[config.mk]
export PLATFORM = sky130hd
export DESIGN_NAME = lcd_score_sequencer
export DESIGN_NICKNAME = d
export VERILOG_FILES = /design/src/rtl/lcd_score_sequencer.sv
export SDC_FILE = /design/constraint.sdc
export NUM_CORES = 1
export LEC_CHECK = 0
export ABC_AREA = 1
export BUFFER_PORTS_ARGS = -buffer_cell sky130_fd_sc_hd__buf_2
export CAP_MARGIN = 20
export CORE_ASPECT_RATIO = 1.25
export CORE_UTILIZATION = 60
export DETAILED_ROUTE_END_ITERATION = 12
export GPL_TIMING_DRIVEN = 0
export PLACE_DENSITY = 0.76
export REMOVE_ABC_BUFFERS = 1
export SLEW_MARGIN = 10
export SYNTH_ARGS = -nofsm -noshare
export SYNTH_HDL_FRONTEND = slang
export SYNTH_SLANG_ARGS = --single-unit
[constraint.sdc]
create_clock -name clk -period 2.9 [get_ports clk]
set_clock_uncertainty 0.2 [all_clocks]
set_input_delay 0.435 -clock clk [delete_from_list [all_inputs] [get_ports clk]]
set_output_delay 0.435 -clock clk [all_outputs]
set_load 0.05 [all_outputs]
[src/rtl/lcd_score_sequencer.sv]
// lcd_score_sequencer: converts a score to BCD and streams address + 4 ASCII digits to the LCD write stage.
// Define LEADING_ZERO_BLANK_EN to send leading zero digits (not units) as spaces.
module lcd_score_sequencer #(
  parameter int         WAIT_CYCLES = 2000,
  parameter logic [6:0] DDRAM_ADDR  = 7'h4C
) (
  input  logic        clk,
  input  logic        reset,
  input  logic [15:0] score_in,
  input  logic        score_valid,
  output logic        lcd_wr,
  output logic        lcd_rs,
  output logic [7:0]  lcd_data,
  output logic        busy,
  output logic        done
);
  localparam int CW = $clog2(WAIT_CYCLES + 1);
  typedef enum logic [2:0] {IDLE, CONVERT, SEND, WAIT, FINISH} state_t;
  state_t state_q, state_d;
  logic [15:0] bin_q, bin_d, bcd_q, bcd_d, pend_val_q, pend_val_d, sat_in, bcd_adj;
  logic pending_q, pending_d, busy_q, busy_d, wr_q, rs_q, rs_d, done_q;
  logic [7:0] data_q, data_d, chr;
  logic [3:0] conv_q, conv_d, dig;
  logic [2:0] idx_q, idx_d;
  logic [CW-1:0] cnt_q, cnt_d;
  logic blank;
  assign sat_in = score_in > 16'd9999 ? 16'd9999 : score_in;
  assign dig = idx_q == 3'd1 ? bcd_q[15:12] : idx_q == 3'd2 ? bcd_q[11:8] :
               idx_q == 3'd3 ? bcd_q[7:4] : bcd_q[3:0];
`ifdef LEADING_ZERO_BLANK_EN
  assign blank = idx_q == 3'd1 ? bcd_q[15:12] == 4'd0 : idx_q == 3'd2 ? bcd_q[15:8] == 8'd0 :
                 idx_q == 3'd3 ? bcd_q[15:4] == 12'd0 : 1'b0;
`else
  assign blank = 1'b0;
`endif
  assign chr = blank ? 8'h20 : {4'h3, dig};
  always_comb begin
    bcd_adj = bcd_q;
    for (int i = 0; i < 4; i++)
      bcd_adj[4*i +: 4] = bcd_q[4*i +: 4] >= 4'd5 ? bcd_q[4*i +: 4] + 4'd3 : bcd_q[4*i +: 4];
  end
  always_comb begin
    state_d    = state_q;
    bin_d      = bin_q;
    bcd_d      = bcd_q;
    pending_d  = pending_q;
    pend_val_d = pend_val_q;
    busy_d     = busy_q;
    rs_d       = rs_q;
    data_d     = data_q;
    conv_d     = conv_q;
    idx_d      = idx_q;
    cnt_d      = cnt_q;
    if (busy_q && score_valid) begin
      pending_d  = 1'b1;
      pend_val_d = sat_in;
    end
    case (state_q)
      IDLE: if (score_valid) begin
        bin_d   = sat_in;
        bcd_d   = '0;
        conv_d  = '0;
        busy_d  = 1'b1;
        state_d = CONVERT;
      end
      CONVERT: begin
        {bcd_d, bin_d} = {bcd_adj, bin_q} << 1;
        conv_d = conv_q + 4'd1;
        if (conv_q == 4'd15) begin
          idx_d   = '0;
          state_d = SEND;
        end
      end
      SEND: begin
        rs_d    = idx_q != 3'd0;
        data_d  = idx_q == 3'd0 ? {1'b1, DDRAM_ADDR} : chr;
        cnt_d   = '0;
        state_d = WAIT;
      end
      WAIT: if (cnt_q == CW'(WAIT_CYCLES - 1)) begin
        cnt_d = '0;
        if (idx_q == 3'd4) state_d = FINISH;
        else begin
          idx_d   = idx_q + 3'd1;
          state_d = SEND;
        end
      end else cnt_d = cnt_q + CW'(1);
      FINISH: if (pending_q || score_valid) begin
        // a request arriving on this very cycle is newer than any stored one
        bin_d     = score_valid ? sat_in : pend_val_q;
        bcd_d     = '0;
        conv_d    = '0;
        pending_d = 1'b0;
        state_d   = CONVERT;
      end else begin
        busy_d  = 1'b0;
        state_d = IDLE;
      end
      default: state_d = IDLE;
    endcase
  end
  always_ff @(posedge clk or posedge reset) begin
    if (reset) begin
      state_q    <= IDLE;
      bin_q      <= '0;
      bcd_q      <= '0;
      pending_q  <= 1'b0;
      pend_val_q <= '0;
      busy_q     <= 1'b0;
      wr_q       <= 1'b0;
      rs_q       <= 1'b0;
      data_q     <= '0;
      done_q     <= 1'b0;
      conv_q     <= '0;
      idx_q      <= '0;
      cnt_q      <= '0;
    end else begin
      state_q    <= state_d;
      bin_q      <= bin_d;
      bcd_q      <= bcd_d;
      pending_q  <= pending_d;
      pend_val_q <= pend_val_d;
      busy_q     <= busy_d;
      wr_q       <= state_q == SEND;
      rs_q       <= rs_d;
      data_q     <= data_d;
      done_q     <= state_q == FINISH;
      conv_q     <= conv_d;
      idx_q      <= idx_d;
      cnt_q      <= cnt_d;
    end
  end
  assign lcd_wr   = wr_q;
  assign lcd_rs   = rs_q;
  assign lcd_data = data_q;
  assign busy     = busy_q;
  assign done     = done_q;
endmodule

After elaboration in Yosys (flattened, before gate mapping). Cells that the tools add are included.

Register bits after elaboration: 82. Input port bits: 19.

Add/subtract/negate cells: 7. Magnitude comparators: 5. Eq/ne operators: 16. Muxes and demuxes: 37. Reduce and logical (&&, ||, !) cells: 13.

Operators by type and width (number): $mux W16 (6); $pmux W16 S3 (2); $mux W4 (8); $mux W3 (8); $pmux W11 S2 (1); $ge A4 B3 Y1 const B (4); $gt A16 B14 Y1 const B (1); $pmux W3 S5 (1); $add A4 B2 Y4 const B (3); $eq A3 B2 Y1 const B (4); $ne A2 B2 Y1 const B (6); $pmux W4 S3 (1); $add A11 B1 Y11 const B (1); $eq A11 B11 Y1 const B (1); $mux W11 (1); $reduce_and A3 Y1 (3); $mux W8 (1); $eq A3 B1 Y1 const B (2); $eq A3 B3 Y1 const B (2); $logic_not A3 Y1 (2); $mux W1 (6); $pmux W3 S2 (1); $reduce_bool A2 Y1 (3); $reduce_bool A3 Y1 (2); 8 further kinds (8).

Longest topological paths before layout.
Depth in word-level cells: 5. Gate-level depth with buffers: 10. Gate-level depth less buffers: 10.

Worst setup path before layout. No wires, ideal clock.

Kind: register to register. Start: register idx_q[0]. End: register data_q[0], in the netlist lcd_data[0]. Setup time: 120 ps. Data arrival time: 1315 ps. Path slack: 1264 ps. Cell stages (with the launch flop): 8. Buffers on the path: 1. Clock period less this slack: 1636 ps. Cell sequence: dfrtp_1 ha_1 ha_1 clkbuf_1 o211ai_1 o21ai_0 o21ai_1 nand2_1.

Longest elaborated chain between the ends: 5. Elaborated cells between the ends (all ways): 8.

RTL lines: start: declaration (line 24) `logic [2:0] idx_q, idx_d;`; start signal: assignment (line 129) `idx_q <= idx_d;`; $eq A3 B2 Y1 (line 29) `idx_q == 3'd3 ? bcd_q[7:4] : bcd_q[3:0];`; $mux W4 (line 29); $mux W4 (2 in series) (line 28) `assign dig = idx_q == 3'd1 ? bcd_q[15:12] : idx_q == 3'd2 ? bcd_q[11:8] :`; $mux W8 (*) (line 76) `data_d = idx_q == 3'd0 ? {1'b1, DDRAM_ADDR} : chr;`; end signal: assignment (line 126) `data_q <= data_d;`; end: declaration (line 22) `logic [7:0] data_q, data_d, chr;`.

Mark *: on every way between the ends. The rest lies on a longest branch, timed or not. A chain may end at the register's enable or synchronous reset.

Final worst setup path.
Start: register state_q[2]. End: register bin_q[5].

Longest elaborated chain between the ends: 3. Elaborated cells between the ends (all ways): 8.

RTL lines: start: declaration (line 19) `state_t state_q, state_d;`; start signal: assignment (line 118) `state_q <= state_d;`; $eq A3 B3 Y1 (tied with other cells) (line 58) `case (state_q)`; $ne A2 B2 Y1 (no line) / $reduce_bool A3 Y1 (equally long branches); $reduce_and A3 Y1 (no line); end signal: assignment (line 119) `bin_q <= bin_d;`; end: declaration (line 20) `logic [15:0] bin_q, bin_d, bcd_q, bcd_d, pend_val_q, pend_val_d, sat_in, bcd_adj;`.

Several ways; a longest one is shown, not always the timed one.

==> results.md <==
* Status: finished, final reports clean
* Setup Viol. Count Final at 0
* Min-delay worst type: input port to register
* Final ANT Viol Nets at 0
* Drt first-iter violations at 148
* Critical path's slowest cell: nand2_2
* Routed vias at 3636
* Crit Path Category: register to register
* Antenna cells at 0
* Die ar. at 7555 sq um
* Vias in the first global route at 3479
* Max IR drop VDD at 0.5767 mV
* Setup TNS at 0 ps
* F_max at 418.2 MHz
* Largest net degree at the start of global routing at 60
* Utilization after layout at 67.13%
* Mapped cell area at 4325 sq um
* Post-cts sizing count at 0
* Critical path buffers and inverters at 2
* Row Count at 34
* Clock latency on the worst-skew pair at 350 ps
* Cts hold-fix bufs at 1
* Area share of the largest cell type after synthesis at 45.70%
* Filler cell count at 614
* RePlAce Congestion at 0.7712
* Final WL at 8.500 mm
* H-tree depth at 3
* NumNets Final at 612
* Post-synthesis area per instance at 7.808 sq um
* Final cell count without fillers at 673
* Initial core utilization at 62.00%
* Crit end category: register
* HPWL after DPL at 5.961 mm
* Num ports at 31
* Final count of pins violating max slew at 0
* #FFs+latches synth at 79
* Root buffer cell: clkbuf_8
* Unrepaired setup endpoints after global routing: false
* Netlist cell types at 32
* CP delay by family, top: simple AND/OR/NAND/NOR gates
* Fin. Hold Viols at 0
* Core Box Area at 6977 sq um
* Area leader, netlist: dfrtp_1
* Cell repeated most along the worst path: inv_2
* 1st-pass router iterations at 5
* Ys Warns at 0
* DR WL/cell at 12.63 um
* Fin crit share at 82.46%
* Clock tree buffer depth at 2
* Critical-path maximum fanout at 34
* Max capacitance violation total at 0
* Postcts setup bufs at 0
* Initial antenna violation count at 0
* Clock net sink count at 79
* GR Util All Layers at 24.86%
* CTS tree: built
* Chip Width at 77.94 um
* Area Growth Syn to Fin at 8.273%
* Clock slew at reported path FFs at 80 ps
* PortBufs at 30
* Post-layout min period at 2391 ps
* Post-Synthesis Cells at 554
* Drt drc at 0
* CP arrival at 2420 ps
* DR vias/cell at 5.403
* Share of cells above drive strength 1 at 11.32%
* Register-to-register setup slack at 510 ps
* Top cells by area, synth: dfrtp_1, nand2_1, o21ai_0, inv_1, nor2_1
* CTS Buf Count at 9
* Total gr overflow at 0
* Hold slack at 156.1 ps
* Static Leak at 2.370 nW
* Die height at 96.93 um
* Pwr Density at 894.7 nW/um^2
* First-pass GRT wire length at 15.15 mm
* Startpoint types: register
* Seq/Total Area, Yosys at 45.70%
* Tightest Pin Transition at 782.1 ps
* Slew headroom at 47.80%
* Post-Place Cells at 655
* CP required at 2930 ps
* Pwr Total at 4.190 mW
* Critical Path, Cell by Cell: inv_2 -> nand3_4 -> nand2_2 -> inv_2 -> nor2_1 -> a21oi_1
* Slowest stage delay, CP at 580 ps
[registers in the layout (all words and copies together) (netlist names)]
name,cells
bcd_q,16
bin_q,16
busy,1
cnt_q,11
conv_q,4
done,1
idx_q,3
lcd_data,6
lcd_wr,1
pend_val_q,16
pending_q,1
state_q,3
[final cells by class]
cell class / instances / area (sq um) / share of cell area, %
tap: 90 / 112.6 / 2.404
inverter: 82 / 310.3 / 6.626
timing repair buffer: 33 / 195.2 / 4.168
multi-input combinational: 373 / 1899 / 40.56
clock buffer: 10 / 127.6 / 2.725
clock inverter: 6 / 61.31 / 1.309
sequential: 79 / 1977 / 42.21
[worst reg2reg max path, delay by kind of cell (launching register included)]
| family | cells | cell delay, ps |
|---|---|---|
| and+or+nand+nor | 3 | 1010 |
| buffers and inverters | 2 | 520 |
| DFF | 1 | 450 |
| AOI/OAI and AO/OA | 1 | 90 |
[final timing paths]
path,from,to,cells past startpoint
worst max-delay path,state_q[2],bin_q[5],6
worst min-delay path,score_in[12],pend_val_q[12],3
worst max register to register,state_q[2],bin_q[5],6
worst min register to register,pend_val_q[15],pend_val_q[15],2
max in group asynchronous,reset,bcd_q[9],4
min in group asynchronous,reset,pend_val_q[2],3
[layer usage]
metal  GRT usage, %  vias up  part of all wire, %
met1          30.77     1716                   45
met4          8.832        0                  1.1
met3          3.491        7                  3.5
li1               -     1838                    -
met2          43.91       75                   50
met5              0        -                    0
[stage by stage]
| step | area, sq um | setup WS [ps] |
|---|---|---|
| final | 4683 | 508.5 |
| after global routing | 4683 | 254.8 |
| after CTS | 4676 | 492.7 |
| after detailed placement | 4477 | 510.6 |
| after global placement | 4447 | -713.0 |
| after floorplan | 4184 | 241.6 |
[report_power, final]
part           total [mW]  internal (mW)  switching, mW
Sequential           1.77           1.47          0.299
Combinational        1.62          0.552           1.07
Clock               0.796          0.395          0.401
[cells in the final DEF (no fill, tap or decap), drive strengths merged]
cell	count
xor2	5
inv	82
and3	1
clkbuf	10
clkinv	4
o211ai	5
nand3	35
o21bai	1
nor2	61
o31ai	4
bufinv	1
o22ai	9
buf	32
nor3	3
o21ai	66
nand2	117
a211oi	1
nand4	11
o21a	1
dlygate4sd3	1
or2	2
dfrtp	79
a22oi	1
clkinvlp	1
a21oi	35
ha	15
[cells by family after synthesis]
logic type / count (synthesis) / share of synthesized area (%)
adder cells (fa/ha/maj): 15 / 4.339
flip-flops: 79 / 45.70
AO/OA/AOI/OAI: 123 / 15.24
XOR/XNOR: 5 / 1.012
buffers and inverters: 102 / 10.38
AND/OR/NAND/NOR: 230 / 23.32
[synth_stat cells]
master and n:
a211oi_1 1, a21oi_1 35, a22oi_1 1, and3_1 1
buf_2 2, buf_4 9, buf_6 4, clkbuf_1 5
dfrtp_1 79, ha_1 15, inv_1 77, inv_2 5
nand2_1 113, nand2_2 3, nand2_4 1, nand3_1 32
nand3_2 2, nand3_4 1, nand4_1 11, nor2_1 57
nor2_2 1, nor2_4 3, nor3_1 3, o211ai_1 5
o21a_1 1, o21ai_0 64, o21ai_1 2, o21bai_1 1
o22ai_1 9, o31ai_1 4, or2_2 2, xor2_1 5
(Power assumes the default switching activity.)
